File: config.mk
export PLATFORM = sky130hd
export DESIGN_NAME = wave_acq_ctrl
export DESIGN_NICKNAME = d
export VERILOG_FILES = /design/src/rtl/osc_pkg.sv /design/src/rtl/wave_decimator.sv /design/src/rtl/wave_acq_ctrl.sv
export SDC_FILE = /design/constraint.sdc
export NUM_CORES = 1
export LEC_CHECK = 0
export CELL_PAD_IN_SITES_DETAIL_PLACEMENT = 1
export CELL_PAD_IN_SITES_GLOBAL_PLACEMENT = 2
export CORE_UTILIZATION = 29
export CTS_CLUSTER_SIZE = 20
export DETAILED_ROUTE_END_ITERATION = 8
export PLACE_DENSITY = 0.8
export REMOVE_ABC_BUFFERS = 1
export SLEW_MARGIN = 20
export SYNTH_ARGS = -nofsm -noshare
export SYNTH_HDL_FRONTEND = slang
export SYNTH_SLANG_ARGS = --single-unit
File: constraint.sdc
create_clock -name sys_clk -period 2.8 [get_ports sys_clk]
set_input_delay 0.56 -clock sys_clk [delete_from_list [all_inputs] [get_ports sys_clk]]
set_output_delay 0.56 -clock sys_clk [all_outputs]
set_load 0.05 [all_outputs]
File: src/rtl/osc_pkg.sv
// Shared definitions for the oscilloscope acquisition path: sample and
// decimation widths, trigger edge encoding, sequencer states and the
// trigger-crossing test used by the sequencer.
package osc_pkg;

  localparam int SAMPLE_W = 8;
  localparam int DECI_W   = 10;

  localparam logic EDGE_FALL = 1'b0;
  localparam logic EDGE_RISE = 1'b1;

  typedef enum logic [2:0] {
    ST_IDLE  = 3'd0,
    ST_PRE   = 3'd1,
    ST_ARMED = 3'd2,
    ST_POST  = 3'd3,
    ST_DONE  = 3'd4
  } acq_state_t;

  // True when the step prev -> cur crosses level in the selected direction.
  // A crossing needs a real previous sample, so nothing fires without one.
  function automatic logic trig_cross(
    input logic [SAMPLE_W-1:0] prev,
    input logic [SAMPLE_W-1:0] cur,
    input logic [SAMPLE_W-1:0] level,
    input logic                edge_sel,
    input logic                prev_valid
  );
    logic hit;
    hit = 1'b0;
    if (prev_valid) begin
      if (edge_sel == EDGE_RISE) begin
        hit = (prev < level) && (cur >= level);
      end else if (edge_sel == EDGE_FALL) begin
        hit = (prev > level) && (cur <= level);
      end
    end
    return hit;
  endfunction

endpackage

File: src/rtl/wave_decimator.sv
// Keep-1-of-N sample decimator. The rate is captured on i_clear (frame
// start) so a rate change during a frame only applies to the next frame.
// A rate of 0 or 1 keeps every sample.
module wave_decimator
  import osc_pkg::*;
(
  input  logic              sys_clk,
  input  logic              rst,
  input  logic              i_clear,
  input  logic              i_valid,
  input  logic [DECI_W-1:0] i_rate,
  output logic              o_dsample
);

  logic [DECI_W-1:0] r_rate;
  logic [DECI_W-1:0] r_cnt;
  logic [DECI_W-1:0] w_last;

  // Highest count value before wrapping; rates 0 and 1 collapse to 0.
  assign w_last    = (r_rate <= DECI_W'(1)) ? '0 : r_rate - DECI_W'(1);
  assign o_dsample = i_valid && (r_cnt == '0);

  // Capture the rate and restart counting on clear; otherwise count strobes.
  // NOTE: sequential state uses non-blocking (<=) so every register updates
  // from pre-edge values and simulation matches the synthesized flops.
  always_ff @(posedge sys_clk) begin
    if (rst) begin
      r_rate <= '0;
      r_cnt  <= '0;
    end else if (i_clear) begin
      r_rate <= i_rate;
      r_cnt  <= '0;
    end else if (i_valid) begin
      r_cnt <= (r_cnt >= w_last) ? '0 : r_cnt + DECI_W'(1);
    end
  end

endmodule

File: src/rtl/wave_acq_ctrl.sv
// Acquisition sequencer: decimates the ADC stream into the circular
// waveform RAM, keeps PRE_LEN samples of pre-trigger history, captures the
// post-trigger segment after a level crossing and holds the finished frame
// until the display path acknowledges it.
module wave_acq_ctrl
  import osc_pkg::*;
#(
  parameter int ADDR_W  = 9,
  parameter int PRE_LEN = 150
) (
  input  logic                sys_clk,
  input  logic                rst,
  input  logic [SAMPLE_W-1:0] ad_data,
  input  logic                ad_valid,
  input  logic [DECI_W-1:0]   deci_rate,
  input  logic [SAMPLE_W-1:0] trig_level,
  input  logic                trig_edge,
  input  logic                wave_run,
  input  logic                frame_ack,
  output logic                ram_wr_en,
  output logic [ADDR_W-1:0]   ram_wr_addr,
  output logic [SAMPLE_W-1:0] ram_wr_data,
  output logic [ADDR_W-1:0]   trig_addr,
  output logic                frame_done
);

  localparam int DEPTH    = 1 << ADDR_W;
  // Samples written after the trigger sample itself.
  localparam int POST_LEN = DEPTH - PRE_LEN - 1;

  localparam logic [ADDR_W-1:0] PRE_LAST  = ADDR_W'(PRE_LEN - 1);
  localparam logic [ADDR_W-1:0] POST_LAST = ADDR_W'(POST_LEN - 1);

  acq_state_t r_state;
  acq_state_t w_state_nxt;

  logic w_start;
  logic w_dsample;
  logic w_write;
  logic w_trig;

  logic [ADDR_W-1:0]   r_wr_ptr;
  logic [ADDR_W-1:0]   r_pre_cnt;
  logic [ADDR_W-1:0]   r_post_cnt;
  logic [SAMPLE_W-1:0] r_prev;
  logic                r_prev_valid;

  logic                r_wr_en;
  logic [ADDR_W-1:0]   r_wr_addr;
  logic [SAMPLE_W-1:0] r_wr_data;
  logic [ADDR_W-1:0]   r_trig_addr;
  logic                r_frame_done;

  // A new frame starts on the IDLE -> PRE transition.
  assign w_start = (r_state == ST_IDLE) && wave_run;

  wave_decimator u_decimator (
    .sys_clk   (sys_clk),
    .rst       (rst),
    .i_clear   (w_start),
    .i_valid   (ad_valid),
    .i_rate    (deci_rate),
    .o_dsample (w_dsample)
  );

  // Next-state logic with write and trigger strobes for the current dsample.
  // NOTE: every output of this block is given a default first so that no
  // path leaves a signal unassigned, which would infer a latch.
  always_comb begin
    w_state_nxt = r_state;
    w_write     = 1'b0;
    w_trig      = 1'b0;
    unique case (r_state)
      ST_IDLE: begin
        if (wave_run) w_state_nxt = ST_IDLE == r_state ? ST_PRE : r_state;
      end
      ST_PRE: begin
        // Stopping before the trigger abandons the frame; the dsample of
        // this cycle is dropped.
        if (!wave_run) begin
          w_state_nxt = ST_IDLE;
        end else if (w_dsample) begin
          w_write = 1'b1;
          if (r_pre_cnt == PRE_LAST) w_state_nxt = ST_ARMED;
        end
      end
      ST_ARMED: begin
        if (!wave_run) begin
          w_state_nxt = ST_IDLE;
        end else if (w_dsample) begin
          w_write = 1'b1;
          w_trig  = trig_cross(r_prev, ad_data, trig_level, trig_edge,
                               r_prev_valid);
          if (w_trig) w_state_nxt = ST_POST;
        end
      end
      ST_POST: begin
        // Once triggered the frame always completes, even if stopped.
        if (w_dsample) begin
          w_write = 1'b1;
          if (r_post_cnt == POST_LAST) w_state_nxt = ST_DONE;
        end
      end
      ST_DONE: begin
        if (frame_ack) w_state_nxt = ST_IDLE;
      end
      default: w_state_nxt = ST_IDLE;
    endcase
  end

  // Sequencer state register.
  always_ff @(posedge sys_clk) begin
    if (rst) begin
      r_state <= ST_IDLE;
    end else begin
      r_state <= w_state_nxt;
    end
  end

  // Write pointer, frame counters, previous-sample history and RAM port.
  always_ff @(posedge sys_clk) begin
    if (rst) begin
      r_wr_ptr     <= '0;
      r_pre_cnt    <= '0;
      r_post_cnt   <= '0;
      r_prev       <= '0;
      r_prev_valid <= 1'b0;
      r_wr_en      <= 1'b0;
      r_wr_addr    <= '0;
      r_wr_data    <= '0;
      r_trig_addr  <= '0;
      r_frame_done <= 1'b0;
    end else begin
      r_wr_en <= w_write;
      // Rises one cycle after DONE is entered, drops right after the ack.
      r_frame_done <= (r_state == ST_DONE) && !frame_ack;

      if (w_start) begin
        r_wr_ptr     <= '0;
        r_pre_cnt    <= '0;
        r_post_cnt   <= '0;
        r_prev_valid <= 1'b0;
      end

      if (w_write) begin
        r_wr_addr    <= r_wr_ptr;
        r_wr_data    <= ad_data;
        // DEPTH is a power of two, so the natural wrap is the circular wrap.
        r_wr_ptr     <= r_wr_ptr + ADDR_W'(1);
        r_prev       <= ad_data;
        r_prev_valid <= 1'b1;
        if (r_state == ST_PRE)  r_pre_cnt  <= r_pre_cnt + ADDR_W'(1);
        if (r_state == ST_POST) r_post_cnt <= r_post_cnt + ADDR_W'(1);
      end

      if (w_trig) r_trig_addr <= r_wr_ptr;
    end
  end

  assign ram_wr_en   = r_wr_en;
  assign ram_wr_addr = r_wr_addr;
  assign ram_wr_data = r_wr_data;
  assign trig_addr   = r_trig_addr;
  assign frame_done  = r_frame_done;

endmodule
# After elaboration in Yosys (flattened, before gate mapping)
# Cells that the tools add are included.
totals:
  inputBits: 32
  out_inout_bits: 28
  word_cells: 83
  register_bits: 79
classes:
  order_cmp: 6
  n_eq_ne: 14
  addsub: 5
  n_mux: 34
  reduce_logical: 12
op_table:
  columns: ["op", "n"]
  rows:
  - ["$mux 9", 8]
  - ["$mux 3", 10]
  - ["$add 9x1->9 const B", 3]
  - ["$mux 10", 2]
  - ["$pmux 3 s5", 1]
  - ["$mux 1", 12]
  - ["$add 10x1->10 const B", 1]
  - ["$ge 10x10->1", 1]
  - ["$le 10x1->1 const B", 1]
  - ["$logic_not 10->1", 1]
  - ["$sub 10x1->10 const B", 1]
  - ["$eq 9x8->1 const B", 1]
  - ["$eq 9x9->1 const B", 1]
  - ["$ge 8x8->1", 1]
  - ["$gt 8x8->1", 1]
  - ["$le 8x8->1", 1]
  - ["$lt 8x8->1", 1]
  - ["$reduce_and 8->1", 1]
  - ["$eq 3x2->1 const B", 2]
  - ["$ne 2x2->1 const B", 3]
  - ["$ne 3x2->1 const B", 2]
  - ["$ne 3x3->1 const B", 2]
  - ["$logic_and 1x1->1", 5]
  - ["$reduce_or 2->1", 2]
  - ["7 further kinds", 7]

# Longest topological paths before layout
# Gate-level depths: netlist (run 1).
depth:
  word_depth: 11
  mapped_depth: 13
  depth_no_buf: 12

# Modules after synthesis
# A second synthesis (run 1) with hierarchy kept.
hier_totals:
  hier_cells: 518
  hier_area_um2: 4340.4
by_module_without_submodules:
  columns: ["mod", "seq_area_each_um2", "cells_each", "instances", "area_per_inst_um2"]
  rows:
  - ["wave_acq_ctrl", 1181.1, 373, 1, 3078.0]
  - ["wave_decimator", 400.4, 145, 1, 1262.5]

# Least setup slack after synthesis (run 1)
# No wires, ideal clock.
synth_timing:
  kind: "reg-to-reg"
  startpoint: "register u_decimator.r_rate[4]"
  endpoint: "register u_decimator.r_cnt[0]"
  arrival_ps: 2928
  required_ps: 2733
  setup_ps: 67
  n_path_buf: 1
  period_less_slack_ps: 2995
  path_slack_ps: -195
  path_stages_with_launch: 12
  cell_sequence: "dfxtp_1 -> or4_1 -> or4_1 -> buf_2 -> and2_1 -> ha_1 -> nand2b_1 -> a21o_1 -> a21o_1 -> a211oi_1 -> o21ai_1 -> nor2_1"
synth_between:
  elab_chain_len: 4
  elab_cells_between_ends: 5
  classes_between: "1 x add/sub; 2 x order compare; 2 x mux"
synth_lines:
  columns: ["element", "line_no", "rtl"]
  rows:
  - ["start: declaration", "wave_decimator.sv:15", "logic [DECI_W-1:0] r_rate;"]
  - ["start signal: assignment", "wave_decimator.sv:31", "r_rate <= i_rate;"]
  - ["$sub 10x1->10 or $le 10x1->1 (tied branches)", "wave_decimator.sv:20", "assign w_last = (r_rate <= DECI_W'(1)) ? '0 : r_rate - DECI_W'(1);"]
  - ["$mux 10 (*)", "wave_decimator.sv:20", null]
  - ["$ge 10x10->1 (*)", "wave_decimator.sv:34", "r_cnt <= (r_cnt >= w_last) ? '0 : r_cnt + DECI_W'(1);"]
  - ["$mux 10 (*)", "wave_decimator.sv:34", null]
  - ["end signal: assignment", "wave_decimator.sv:34", null]
  - ["end: declaration", "wave_decimator.sv:16", "logic [DECI_W-1:0] r_cnt;"]
# Every way passes the cells marked *; elsewhere a longest branch is shown, timed or not.
# A chain may end at the register's enable or synchronous reset.

# Final worst setup path (run 1)
layout_timing:
  startpoint: "register u_decimator.r_rate[6]"
  endpoint: "register u_decimator.r_cnt[0]"
# Same word-level chain as after synthesis.

==> impl_metrics.sql, run 1 <==
INSERT INTO impl_metrics (metric_group, metric, value, unit) VALUES
('synth', 'number_of_flops_mapped_to_enable_cells_by_yosys', '0', ''),
('detailed_routing', 'detail_route.drc_violations', '0', ''),
('cells_and_area', 'area_growth', '30.82', '%'),
('grt', 'grt_first_pass_wirelength', '20020', 'µm'),
('timing', 'finalSetupViolations', '6', ''),
('critical_path', 'crit_type', 'reg -> reg', ''),
('timing', 'achievable-frequency', '355.4', 'MHz'),
('timing', 'final-hold-violation-count', '0', ''),
('synth', 'yosysWarnings', '0', ''),
('cts', 'maximum_buffer_depth_of_the_clock_tree', '2', ''),
('synth', 'synth.distinct_cells', '50', ''),
('floorplan', 'chipWidth', '123.2', 'µm'),
('cells_and_area', 'post_route_cells_drive_above_1_share', '11.66', '%'),
('cts', 'tritoncts.num_buffers', '9', ''),
('pwr', 'leakagePower', '2.076', 'nW'),
('floorplan', 'num_rows', '43', ''),
('cells_and_area', 'final_cells', '789', ''),
('critical_path', 'worstPathBufferInverterCount', '1', ''),
('outcome', 'failed_checks', 'negative setup slack', ''),
('synth', 'syn_area', '4259', 'µm²'),
('critical_path', 'timing.critical_path.slowest_stage_cell', 'sky130_fd_sc_hd__or4_4', ''),
('placed_design', 'placed_cells', '775', ''),
('detailed_routing', 'detailedRoute.firstIterationViolations', '109', ''),
('synth', 'post_synth_inst_count', '528', ''),
('cells_and_area', 'fin_nets', '674', ''),
('critical_path', 'critPathMaxStageDelay', '0.53', 'ns'),
('floorplan', 'dieArea', '15170', 'µm²'),
('critical_path', 'ff2ff_path_depth', '11', ''),
('detailed_routing', 'dr_total_vias', '3894', ''),
('timing', 'hold_ws', '0.4593', 'ns'),
('placed_design', 'io_buffer_count', '59', ''),
('floorplan', 'design.core.area', '14100', 'µm²'),
('cells_and_area', 'layout_common_cells', '87 x sky130_fd_sc_hd__nand2_1, 77 x sky130_fd_sc_hd__dfxtp_1, 58 x sky130_fd_sc_hd__clkdlybuf4s50_1', ''),
('timing', 'report.final.slew_viol_count', '0', ''),
('timing', 'worst_slew_margin_rel', '57.37', '%'),
('min_path', 'hold-path-cell-count', '2', ''),
('cells_and_area', 'layout.cells.most_common', 'sky130_fd_sc_hd__nand2_1', ''),
('detailed_routing', 'drt_pre_antenna_iters', '4', ''),
('placed_design', 'hpwlAfterDp', '8487', 'µm'),
('cts', 'clock-root-buffer', 'sky130_fd_sc_hd__clkbuf_16', ''),
('detailed_routing', 'average_via_count_per_standard_cell', '4.935', ''),
('synth', 'synth_flop_cell', 'sky130_fd_sc_hd__dfxtp_1', ''),
('grt', 'globalRouteTotalUtil', '16.83', '%'),
('cts', 'cts-hold-fix-buffers', '0', ''),
('pwr', 'power_density', '611.5', 'nW/µm²'),
('synth', 'post_synthesis_sequential_area_ratio', '37.13', '%'),
('critical_path', 'cp_data_arrival_time', '3.09', 'ns'),
('critical_path', 'kind_of_capture_point_of_the_worst_setup_path', 'flip-flop', ''),
('cts', 'insertion_delay', '0.34', 'ns'),
('pwr', 'vdd_ir_drop_max', '0.2829', 'mV'),
('cts', 'clk_transition_reported_paths', '0.06', 'ns'),
('timing', 'finalCriticalPeriod', '2.814', 'ns'),
('floorplan', 'pin_count', '60', ''),
('outcome', 'run_status', 'finished, violations left', ''),
('cts', 'htreeDepth', '3', ''),
('synth', 'post_syn_area_per_cell', '8.066', 'µm²'),
('timing', 'post-route-worst-setup-slack', '-0.01403', 'ns'),
('synth', 'ys_ff_latch', '79', ''),
('timing', 'final_min_period_over_clock_period', '100.5', '%'),
('floorplan', 'die_y', '123.2', 'µm'),
('detailed_routing', 'ant_nets', '0', ''),
('critical_path', 'critical_path.cell_chain', 'or4_4 -> or4_4 -> and2_4 -> ha_4 -> nand2b_4 -> a21o_1 -> a21o_1 -> a211oi_2 -> o21ai_2 -> buf_6 -> nor2_1', ''),
('synth', 'ys_async_sr_fraction', '0', '%'),
('timing', 'clock-skew-final', '0.006315', 'ns'),
('cts', 'clock-sinks', '79', ''),
('grt', 'initial_antenna_violation_count', '0', ''),
('floorplan', 'initial_utilization', '30.21', '%'),
('cts', 'post-cts-setup-buffer-count', '0', ''),
('job', 'cap_viol_max_count', '0', ''),
('cells_and_area', 'antennaDiodeCount', '0', ''),
('detailed_routing', 'routedWlPerCell', '14.83', 'µm');
-- sequential cells by signal, indices dropped and copies added, names as in the netlist --
register and count:
u_decimator.r_cnt 10, ram_wr_data 8, trig_addr 9, r_prev_valid 1, ram_wr_en 1, ram_wr_addr 9
r_state 3, r_post_cnt 9, r_pre_cnt 9, u_decimator.r_rate 10, r_wr_ptr 9, frame_done 1
-- area by class of cell --
cell class / instances / area [µm²]
inverter: 23 / 86.33
clock buffer: 9 / 225.2
multi-input combinational: 404 / 2559
clock inverter: 4 / 50.05
tap: 180 / 225.2
fill: 1693 / 8524
timing repair buffer: 90 / 842.1
sequential: 79 / 1584
-- worst paths after layout --
| check | to | startpoint |
|---|---|---|
| setup / recovery | u_decimator.r_cnt[0]$_SDFFE_PP0P_ | u_decimator.r_rate[6]$_SDFFE_PP0P_ |
| hold / removal | ram_wr_addr[6]$_SDFFE_PP0P_ | ram_wr_addr[6]$_SDFFE_PP0P_ |
| setup reg to reg | u_decimator.r_cnt[0]$_SDFFE_PP0P_ | u_decimator.r_rate[6]$_SDFFE_PP0P_ |
| hold reg to reg | ram_wr_addr[6]$_SDFFE_PP0P_ | ram_wr_addr[6]$_SDFFE_PP0P_ |
-- report_power, final --
part	internal [W]	switching, W	total, W
clock network	0.000674	0.000473	0.00115
logic	0.000450	0.000567	0.00102
registers	0.00118	0.0000630	0.00124
-- Yosys cell counts, types with 5 or more instances --
master | count | share of area, %
sky130_fd_sc_hd__inv_1 | 23 | 2.0
sky130_fd_sc_hd__nand2_1 | 87 | 7.7
sky130_fd_sc_hd__and3_1 | 7 | 1.0
sky130_fd_sc_hd__nor2_1 | 50 | 4.4
sky130_fd_sc_hd__o21ai_0 | 16 | 1.9
sky130_fd_sc_hd__nand4_1 | 16 | 2.4
sky130_fd_sc_hd__xnor2_1 | 8 | 1.6
sky130_fd_sc_hd__dfxtp_1 | 79 | 37
sky130_fd_sc_hd__nand2b_1 | 28 | 4.1
sky130_fd_sc_hd__mux2i_1 | 11 | 2.6
sky130_fd_sc_hd__xor2_1 | 16 | 3.3
sky130_fd_sc_hd__nand3b_1 | 5 | 0.88
sky130_fd_sc_hd__nand3_1 | 14 | 1.6
sky130_fd_sc_hd__a21oi_1 | 54 | 6.3
sky130_fd_sc_hd__clkbuf_1 | 10 | 0.88
sky130_fd_sc_hd__or3_1 | 5 | 0.73
sky130_fd_sc_hd__ha_1 | 35 | 10
sky130_fd_sc_hd__buf_2 | 8 | 0.94
-- worst register-to-register path: stages, from the launching register on --
cell and delay (ns):
sky130_fd_sc_hd__dfxtp_2 0.32, sky130_fd_sc_hd__or4_4 0.53, sky130_fd_sc_hd__or4_4 0.50, sky130_fd_sc_hd__and2_4 0.18, sky130_fd_sc_hd__ha_4 0.20, sky130_fd_sc_hd__nand2b_4 0.12
sky130_fd_sc_hd__a21o_1 0.15, sky130_fd_sc_hd__a21o_1 0.16, sky130_fd_sc_hd__a211oi_2 0.23, sky130_fd_sc_hd__o21ai_2 0.12, sky130_fd_sc_hd__buf_6 0.16, sky130_fd_sc_hd__nor2_1 0.08
-- cells by family after synthesis --
group	count (synthesis)	share of synthesized area (%)
AOI/OAI and AO/OA	92	12.07
xor gates and xnor gates	24	4.935
adders and majority gates	35	10.28
buffers and inverters	45	4.465
DFF	79	37.13
muxes	14	3.378
and+or+nand+nor	239	27.73
-- repair_timing --
item                                   CTS  global route
cloned                                   1             0
gates resized for setup                 13            13
setup endpoints to repair               10            19
endpoints found under the hold margin    0             0
pin swaps                                5            16
-- routing by layer --
layer | up-vias | GRT usage [%] | wire, µm
met1 | 1873 | 20.23 | 5415
met3 | 11 | 3.782 | 343
met4 | 0 | 4.970 | 134
met5 | - | 0 | 0
li1 | 1964 | - | -
met2 | 46 | 29.71 | 5805
-- stage by stage --
stage	TNS, ns	setup WS [ns]	area [µm²]	power [W]	util, %
floorplan	-2.386	-0.2386	4155	0.001822	-
CTS	0	0.003503	5522	0.003413	39.17
global route	-0.7289	-0.09069	5572	0.003627	39.53
finish	-0.03607	-0.01403	5572	0.003407	39.53
global placement	-1.948	-0.1294	5204	0.002176	36.92
detailed placement	-3.284	-0.2501	5204	0.002206	36.92
(Power assumes the default switching activity.)
==> run 2, diff against run 1 <==
- CORE_UTILIZATION: 29 -> 35
- PLACE_DENSITY: 0.8 -> 0.9
- clock period: 2.8 -> 3.37 ns (I/O delays scaled with it)
==> run 2 against run 1 <==
Effect of this change: the flow finishes with violations (design-rule violations); sequential share of layout area rose by 1.3 points; final cell count down 6.8%; final area fell by 4.6%; setup slack better by 0.32 ns; hold slack better by 0.00072 ns; sequential cell count is the same; utilization increased by 6.3 points; die area shrank 17%; via count is 2.0% lower; clock power is 11% lower.
==> impl_metrics.sql, run 2 (synthesis gave the netlist of run 1 again) <==
INSERT INTO impl_metrics (metric_group, metric, value, unit) VALUES
('detailed_routing', 'drt_pre_antenna_iters', '6', ''),
('grt', 'globalRouteTotalUtil', '18.60', '%'),
('timing', 'final_min_period_over_clock_period', '90.96', '%'),
('detailed_routing', 'ant_nets', '0', ''),
('pwr', 'power_density', '521.9', 'nW/µm²'),
('min_path', 'hold_class', 'reg -> reg', ''),
('pwr', 'power.sequential.fraction', '37.4', '%'),
('cells_and_area', 'antennaDiodeCount', '0', ''),
('grt', 'grt_max_degree', '67', ''),
('floorplan', 'chipWidth', '112.3', 'µm'),
('critical_path', 'worstPathBufferInverterCount', '0', ''),
('detailed_routing', 'detailedRoute.firstIterationViolations', '169', ''),
('timing', 'report.final.slew_viol_count', '0', ''),
('cells_and_area', 'final_cells', '735', ''),
('pwr', 'leakagePower', '1.987', 'nW'),
('placed_design', 'hpwlAfterDp', '8097', 'µm'),
('critical_path', 'cp_max_fo', '10', ''),
('timing', 'slew_at_the_pin_closest_to_its_max_slew_limit', '0.6434', 'ns'),
('floorplan', 'dieArea', '12610', 'µm²'),
('critical_path', 'critical_path_cell_count', '10', ''),
('placed_design', 'placement.cell_area', '5002', 'µm²'),
('pwr', 'total_switching_power', '0.0008713', 'W'),
('pwr', 'clock_power_share', '36.6', '%'),
('placed_design', 'io_buffer_count', '59', ''),
('timing', 'final-hold-violation-count', '0', ''),
('critical_path', 'start_kind', 'flip-flop', ''),
('placed_design', 'place.gp.congestion', '0.8032', ''),
('timing', 'hold_ws', '0.4600', 'ns'),
('cells_and_area', 'layout.cells.most_common', 'sky130_fd_sc_hd__nand2_1', ''),
('pwr', 'vdd_ir_drop_max', '0.2543', 'mV'),
('job', 'cap_viol_max_count', '0', ''),
('cells_and_area', 'fillCellCount', '1419', ''),
('critical_path', 'crit_type', 'reg -> reg', ''),
('detailed_routing', 'detail_route.drc_violations', '2', ''),
('cells_and_area', 'fin_nets', '654', ''),
('floorplan', 'num_rows', '39', ''),
('critical_path', 'timing.critical_path.slowest_stage_cell', 'sky130_fd_sc_hd__or4_1', ''),
('timing', 'finalSetupViolations', '0', ''),
('grt', 'grt_first_pass_wirelength', '18760', 'µm'),
('outcome', 'run_status', 'finished, violations left', ''),
('cts', 'clk_transition_reported_paths', '0.06', 'ns'),
('critical_path', 'kind_of_capture_point_of_the_worst_setup_path', 'flip-flop', ''),
('detailed_routing', 'dr_total_vias', '3817', ''),
('cts', 'tritoncts.num_buffers', '9', ''),
('floorplan', 'initial_utilization', '36.67', '%'),
('cts', 'cts_tree', 'built', ''),
('critical_path', 'critical_path_required', '3.64', 'ns'),
('pwr', 'internal-power', '0.001903', 'W'),
('grt', 'initial_antenna_violation_count', '0', ''),
('timing', 'clock-skew-final', '0.005873', 'ns'),
('grt', 'groute.layer.met2.usage', '33.79', '%'),
('critical_path', 'ff2ff_path_depth', '10', ''),
('critical_path', 'cp_data_arrival_time', '3.34', 'ns'),
('timing', 'finalCriticalPeriod', '3.065', 'ns'),
('critical_path', 'critPathMaxStageDelay', '0.58', 'ns'),
('detailed_routing', 'average_via_count_per_standard_cell', '5.193', ''),
('timing', 'grt_setup_unrepaired', 'no', ''),
('critical_path', 'cpLargestDelayFamily', 'simple AND/OR/NAND/NOR gates', ''),
('cells_and_area', 'fin_area', '5316', 'µm²'),
('grt', 'first_global_vias', '3975', ''),
('cts', 'insertion_delay', '0.34', 'ns'),
('min_path', 'hold-path-cell-count', '2', ''),
('grt', 'grt-busiest-layer', 'met2', ''),
('outcome', 'failed_checks', 'design-rule violations', ''),
('cts', 'htreeDepth', '3', ''),
('grt', 'use_met1', '21.06', '%'),
('grt', 'grt_overflow', '0', ''),
('cells_and_area', 'area_growth', '24.82', '%'),
('placed_design', 'placed_cells', '719', ''),
('floorplan', 'pin_count', '60', ''),
('cts', 'maximum_buffer_depth_of_the_clock_tree', '2', ''),
('floorplan', 'die_y', '112.3', 'µm'),
('cts', 'clock-root-buffer', 'sky130_fd_sc_hd__clkbuf_16', ''),
('timing', 'worst_slew_margin_rel', '57.11', '%'),
('detailed_routing', 'routedWlPerCell', '15.07', 'µm'),
('pwr', 'power.share.combinational', '26.0', '%'),
('cells_and_area', 'layout_common_cells', '87 x sky130_fd_sc_hd__nand2_1, 79 x sky130_fd_sc_hd__dfxtp_1, 58 x sky130_fd_sc_hd__clkdlybuf4s50_1', ''),
('timing', 'achievable-frequency', '326.2', 'MHz'),
('cts', 'post-cts-setup-buffer-count', '0', ''),
('cells_and_area', 'largest_registers', 'u_decimator.r_cnt x10, u_decimator.r_rate x10', ''),
('cells_and_area', 'post_route_cells_drive_above_1_share', '6.419', '%'),
('floorplan', 'design.core.area', '11610', 'µm²'),
('detailed_routing', 'route.final.wire_length', '11080', 'µm'),
('pwr', 'power.switching_fraction', '31.40', '%'),
('timing', 'finalSetupTns', '0', 'ns'),
('grt', 'use_met3', '5.238', '%'),
('critical_path', 'critical_path.cell_chain', 'or4_1 -> or4_1 -> and2_1 -> ha_1 -> nand2b_1 -> a21o_1 -> a21o_1 -> a211oi_1 -> o21ai_2 -> nor2_1', ''),
('cts', 'clock-sinks', '79', '');
-- run 2: through the flow --
step,utilization (%),total power (W),worst slack (ns)
after floorplan,-,0.001514,0.3314
after global placement,43.07,0.001752,0.2191
after detailed placement,43.07,0.001785,0.07867
after CTS,45.74,0.002823,0.1546
after global routing,45.78,0.002946,0.1000
final,45.78,0.002775,0.3046
-- run 2: worst register-to-register path, cell delays in order (launching register included) --
cell and delay, ns:
sky130_fd_sc_hd__dfxtp_1 0.36, sky130_fd_sc_hd__or4_1 0.58, sky130_fd_sc_hd__or4_1 0.50, sky130_fd_sc_hd__and2_1 0.18, sky130_fd_sc_hd__ha_1 0.26, sky130_fd_sc_hd__nand2b_1 0.14
sky130_fd_sc_hd__a21o_1 0.18, sky130_fd_sc_hd__a21o_1 0.18, sky130_fd_sc_hd__a211oi_1 0.28, sky130_fd_sc_hd__o21ai_2 0.20, sky130_fd_sc_hd__nor2_1 0.15
-- run 2: power groups by stage --
| stage | clock, W | sequential (W) | combinational [W] |
|---|---|---|---|
| final | 0.00102 | 0.00104 | 0.000721 |
| after global routing | 0.00108 | 0.00104 | 0.000817 |
| after CTS | 0.00105 | 0.00104 | 0.000735 |
| after detailed placement | 0 | 0.00106 | 0.000728 |
| after global placement | 0 | 0.00105 | 0.000699 |
| after floorplan | 0 | 0.00108 | 0.000438 |
-- run 2: final timing paths --
check,startpoint,to,slack (ns)
max,u_decimator.r_rate[4]$_SDFFE_PP0P_,u_decimator.r_cnt[5]$_SDFFE_PP0P_,0.30
min,ram_wr_addr[6]$_SDFFE_PP0P_,ram_wr_addr[6]$_SDFFE_PP0P_,0.46
max reg2reg,u_decimator.r_rate[4]$_SDFFE_PP0P_,u_decimator.r_cnt[5]$_SDFFE_PP0P_,0.30
min reg2reg,ram_wr_addr[6]$_SDFFE_PP0P_,ram_wr_addr[6]$_SDFFE_PP0P_,0.46
-- run 2: final cells by class --
| class | count | area [µm²] | share of cell area, % |
|---|---|---|---|
| Clock inverter | 3 | 40.04 | 0.7531 |
| Multi-Input combinational cell | 404 | 2491 | 46.86 |
| Inverter | 23 | 86.33 | 1.624 |
| Tap cell | 143 | 178.9 | 3.366 |
| Clock buffer | 13 | 270.3 | 5.084 |
| Sequential cell | 79 | 1582 | 29.75 |
| Timing Repair Buffer | 70 | 668.1 | 12.57 |
-- run 2: repair_timing --
action	in CTS	in global routing
gates resized for setup	0	1
hold buffers	0	0
endpoints found under the hold margin	0	0
endpoints found under the setup margin	0	2
-- run 2: metal layers --
| metal | up-vias | wire (µm) |
|---|---|---|
| met5 | - | 0 |
| li1 | 1922 | - |
| met4 | 0 | 108 |
| met2 | 48 | 5536 |
| met3 | 10 | 356 |
| met1 | 1837 | 5074 |
==> run 3, diff against run 2 <==
- CORE_UTILIZATION: 35 -> 32
- PLACE_DENSITY: 0.9 -> 0.83
- clock period: 3.37 -> 2.85 ns (I/O delays scaled with it)
==> run 3 against run 2 <==
Effect of this change: the flow finishes with violations (negative setup slack); sequential share of layout area down 1.6 points; wire length up 3.0%; largest cell class unchanged; non-clock buffer count up 15; critical path depth up 1; fmax up 5.4%; critical path type unchanged.
==> impl_metrics.sql, run 3 (synthesis gave the netlist of run 1 again) <==
INSERT INTO impl_metrics (metric_group, metric, value, unit) VALUES
('cts', 'cts-hold-fix-buffers', '0', ''),
('critical_path', 'kind_of_capture_point_of_the_worst_setup_path', 'flip-flop', ''),
('cts', 'htreeDepth', '3', ''),
('pwr', 'total_switching_power', '0.001093', 'W'),
('timing', 'finalCriticalPeriod', '2.907', 'ns'),
('timing', 'achievable-frequency', '344.0', 'MHz'),
('placed_design', 'hpwlAfterDp', '8299', 'µm'),
('grt', 'initial_antenna_violation_count', '0', ''),
('timing', 'finalSetupTns', '-0.4030', 'ns'),
('pwr', 'leakagePower', '2.090', 'nW'),
('pwr', 'internal-power', '0.002504', 'W'),
('cts', 'maximum_buffer_depth_of_the_clock_tree', '2', ''),
('detailed_routing', 'average_via_count_per_standard_cell', '4.987', ''),
('cells_and_area', 'register_area', '1584', 'µm²'),
('timing', 'finalSetupViolations', '10', ''),
('timing', 'final_min_period_over_clock_period', '102.0', '%'),
('grt', 'first_global_vias', '4180', ''),
('critical_path', 'cp_data_arrival_time', '3.19', 'ns'),
('outcome', 'failed_checks', 'negative setup slack', ''),
('pwr', 'clock_power_share', '37.6', '%'),
('timing', 'clock-skew-final', '0.007557', 'ns'),
('cts', 'tritoncts.num_buffers', '9', ''),
('timing', 'post-route-worst-setup-slack', '-0.05708', 'ns'),
('min_path', 'hold_class', 'reg -> reg', ''),
('timing', 'slew_at_the_pin_closest_to_its_max_slew_limit', '0.6343', 'ns'),
('placed_design', 'placed_cells', '761', ''),
('detailed_routing', 'detail_route.drc_violations', '0', ''),
('cells_and_area', 'fin_nets', '669', ''),
('grt', 'globalRouteTotalUtil', '17.31', '%'),
('floorplan', 'dieArea', '13770', 'µm²'),
('cells_and_area', 'area_of_the_multi_input_gates', '2587', 'µm²'),
('timing', 'worst_slew_margin_rel', '57.71', '%'),
('critical_path', 'critPathMaxStageDelay', '0.55', 'ns'),
('cells_and_area', 'final_cells', '778', ''),
('critical_path', 'timing.critical_path.slowest_stage_cell', 'sky130_fd_sc_hd__or4_4', ''),
('pwr', 'power.switching_fraction', '30.39', '%'),
('critical_path', 'crit_type', 'reg -> reg', ''),
('detailed_routing', 'drt_pre_antenna_iters', '4', ''),
('floorplan', 'num_rows', '41', ''),
('placed_design', 'place.gp.congestion', '0.8221', ''),
('cells_and_area', 'layout.cells.most_common', 'sky130_fd_sc_hd__nand2_1', ''),
('critical_path', 'start_kind', 'flip-flop', ''),
('floorplan', 'pin_count', '60', ''),
('detailed_routing', 'route.final.wire_length', '11410', 'µm'),
('cts', 'clock-sinks', '79', ''),
('critical_path', 'cp_max_fo', '5', ''),
('cells_and_area', 'largest_registers', 'u_decimator.r_cnt x10, u_decimator.r_rate x10', ''),
('floorplan', 'chipWidth', '117.4', 'µm'),
('cts', 'clock-root-buffer', 'sky130_fd_sc_hd__clkbuf_16', ''),
('cts', 'insertion_delay', '0.35', 'ns'),
('cells_and_area', 'layout_common_cells', '87 x sky130_fd_sc_hd__nand2_1, 77 x sky130_fd_sc_hd__dfxtp_1, 58 x sky130_fd_sc_hd__clkdlybuf4s50_1', ''),
('pwr', 'total_power', '0.003597', 'W'),
('cells_and_area', 'area_growth', '31.99', '%'),
('placed_design', 'placement.cell_area', '5149', 'µm²'),
('job', 'cap_viol_max_count', '0', ''),
('detailed_routing', 'ant_nets', '0', ''),
('pwr', 'vdd_ir_drop_max', '0.3178', 'mV'),
('cts', 'clk_transition_reported_paths', '0.06', 'ns'),
('cells_and_area', 'post_route_cells_drive_above_1_share', '11.72', '%'),
('critical_path', 'critical_path.cell_chain', 'or4_4 -> or4_4 -> and2_4 -> ha_4 -> nand2b_4 -> a21o_1 -> a21o_1 -> a211oi_2 -> o21ai_2 -> buf_6 -> nor2_4', ''),
('floorplan', 'design.core.area', '12770', 'µm²'),
('outcome', 'run_status', 'finished, violations left', ''),
('timing', 'final-hold-violation-count', '0', ''),
('placed_design', 'io_buffer_count', '59', ''),
('cts', 'cts_tree', 'built', ''),
('detailed_routing', 'detailedRoute.firstIterationViolations', '102', ''),
('grt', 'grt_overflow', '0', ''),
('grt', 'grt_first_pass_wirelength', '19350', 'µm'),
('pwr', 'power_density', '639.8', 'nW/µm²'),
('floorplan', 'die_y', '117.4', 'µm'),
('cells_and_area', 'antennaDiodeCount', '0', ''),
('timing', 'report.final.slew_viol_count', '0', ''),
('detailed_routing', 'routedWlPerCell', '14.67', 'µm'),
('detailed_routing', 'dr_total_vias', '3880', ''),
('pwr', 'power.sequential.fraction', '34.0', '%'),
('pwr', 'power.share.combinational', '28.4', '%'),
('critical_path', 'critical_path_required', '3.13', 'ns'),
('floorplan', 'initial_utilization', '33.34', '%'),
('cells_and_area', 'fin_area', '5622', 'µm²'),
('grt', 'grt_max_degree', '67', ''),
('cells_and_area', 'fillCellCount', '1531', ''),
('timing', 'grt_setup_unrepaired', 'yes', '');
==> run 3: cell count changes in the layout (fill, tap and decap cells not counted), moves of 3 or more <==
cell and delta:
sky130_fd_sc_hd__buf_6 +3, sky130_fd_sc_hd__nor2_4 +6, sky130_fd_sc_hd__nor2_1 -10, sky130_fd_sc_hd__nor2_2 +4, sky130_fd_sc_hd__buf_4 +10
==> run 3: layout make-up <==
type / instances / share of cell area, %
clock buffers: 12 / 4.563
clock inverters: 3 / 1.602
inverters: 23 / 1.536
multi-input cells: 404 / 46.03
flip-flops and latches: 79 / 28.18
well taps: 172 / 3.828
repair buffers: 85 / 14.27
==> run 3: per-stage QoR <==
stage	worst slack, ns	hold slack, ns	util (%)
after floorplan	-0.1886	0.4436	-
after global placement	-0.08418	0.4454	40.31
after detailed placement	-0.1712	0.4525	40.31
after CTS	0.004743	0.4663	43.16
after global routing	-0.1620	0.4853	44.01
final	-0.05708	0.4611	44.01
==> run 3: path summary, 6_finish.rpt <==
| kind | startpoint | endpoint | slack (ns) | cells past startpoint |
|---|---|---|---|---|
| worst max-delay path | u_decimator.r_rate[7]$_SDFFE_PP0P_ | u_decimator.r_cnt[8]$_SDFFE_PP0P_ | -0.06 | 11 |
| worst min-delay path | ram_wr_addr[8]$_SDFFE_PP0P_ | ram_wr_addr[8]$_SDFFE_PP0P_ | 0.46 | 2 |
| worst max register to register | u_decimator.r_rate[7]$_SDFFE_PP0P_ | u_decimator.r_cnt[8]$_SDFFE_PP0P_ | -0.06 | 11 |
| worst min register to register | ram_wr_addr[8]$_SDFFE_PP0P_ | ram_wr_addr[8]$_SDFFE_PP0P_ | 0.46 | 2 |
==> run 3: power by group through the flow <==
stage / sequential, W / combinational [W] / clock, W
finish: 0.00122 / 0.00102 / 0.00135
floorplan: 0.00127 / 0.000518 / 0
global placement: 0.00124 / 0.000878 / 0
global route: 0.00123 / 0.00113 / 0.00144
detailed placement: 0.00124 / 0.000906 / 0
CTS: 0.00122 / 0.000926 / 0.00140
==> run 3: metal layers <==
metal | vias up | GRT usage (%) | routed length (µm)
li1 | 1953 | - | -
met1 | 1877 | 19.27 | 5088
met2 | 42 | 31.84 | 5902
met3 | 8 | 4.912 | 306
met4 | 0 | 4.627 | 114
met5 | - | 0 | 0
==> run 3: what timing repair did <==
item                                   4_1_cts  5_1_grt
setup endpoints to repair                   10       12
endpoints found under the hold margin        0        0
buffers inserted                             0        0
pin swaps                                    3       17
cloned                                       1        1
resized for setup                            4       28
==> run 3: critical path, delay by kind of cell (launching register included) <==
kind	cells	cell delay [ns]
buffers and inverters	1	0.17
DFF	1	0.32
adders and majority gates	1	0.21
AOI/OAI and AO/OA	4	0.70
and+or+nand+nor	5	1.47
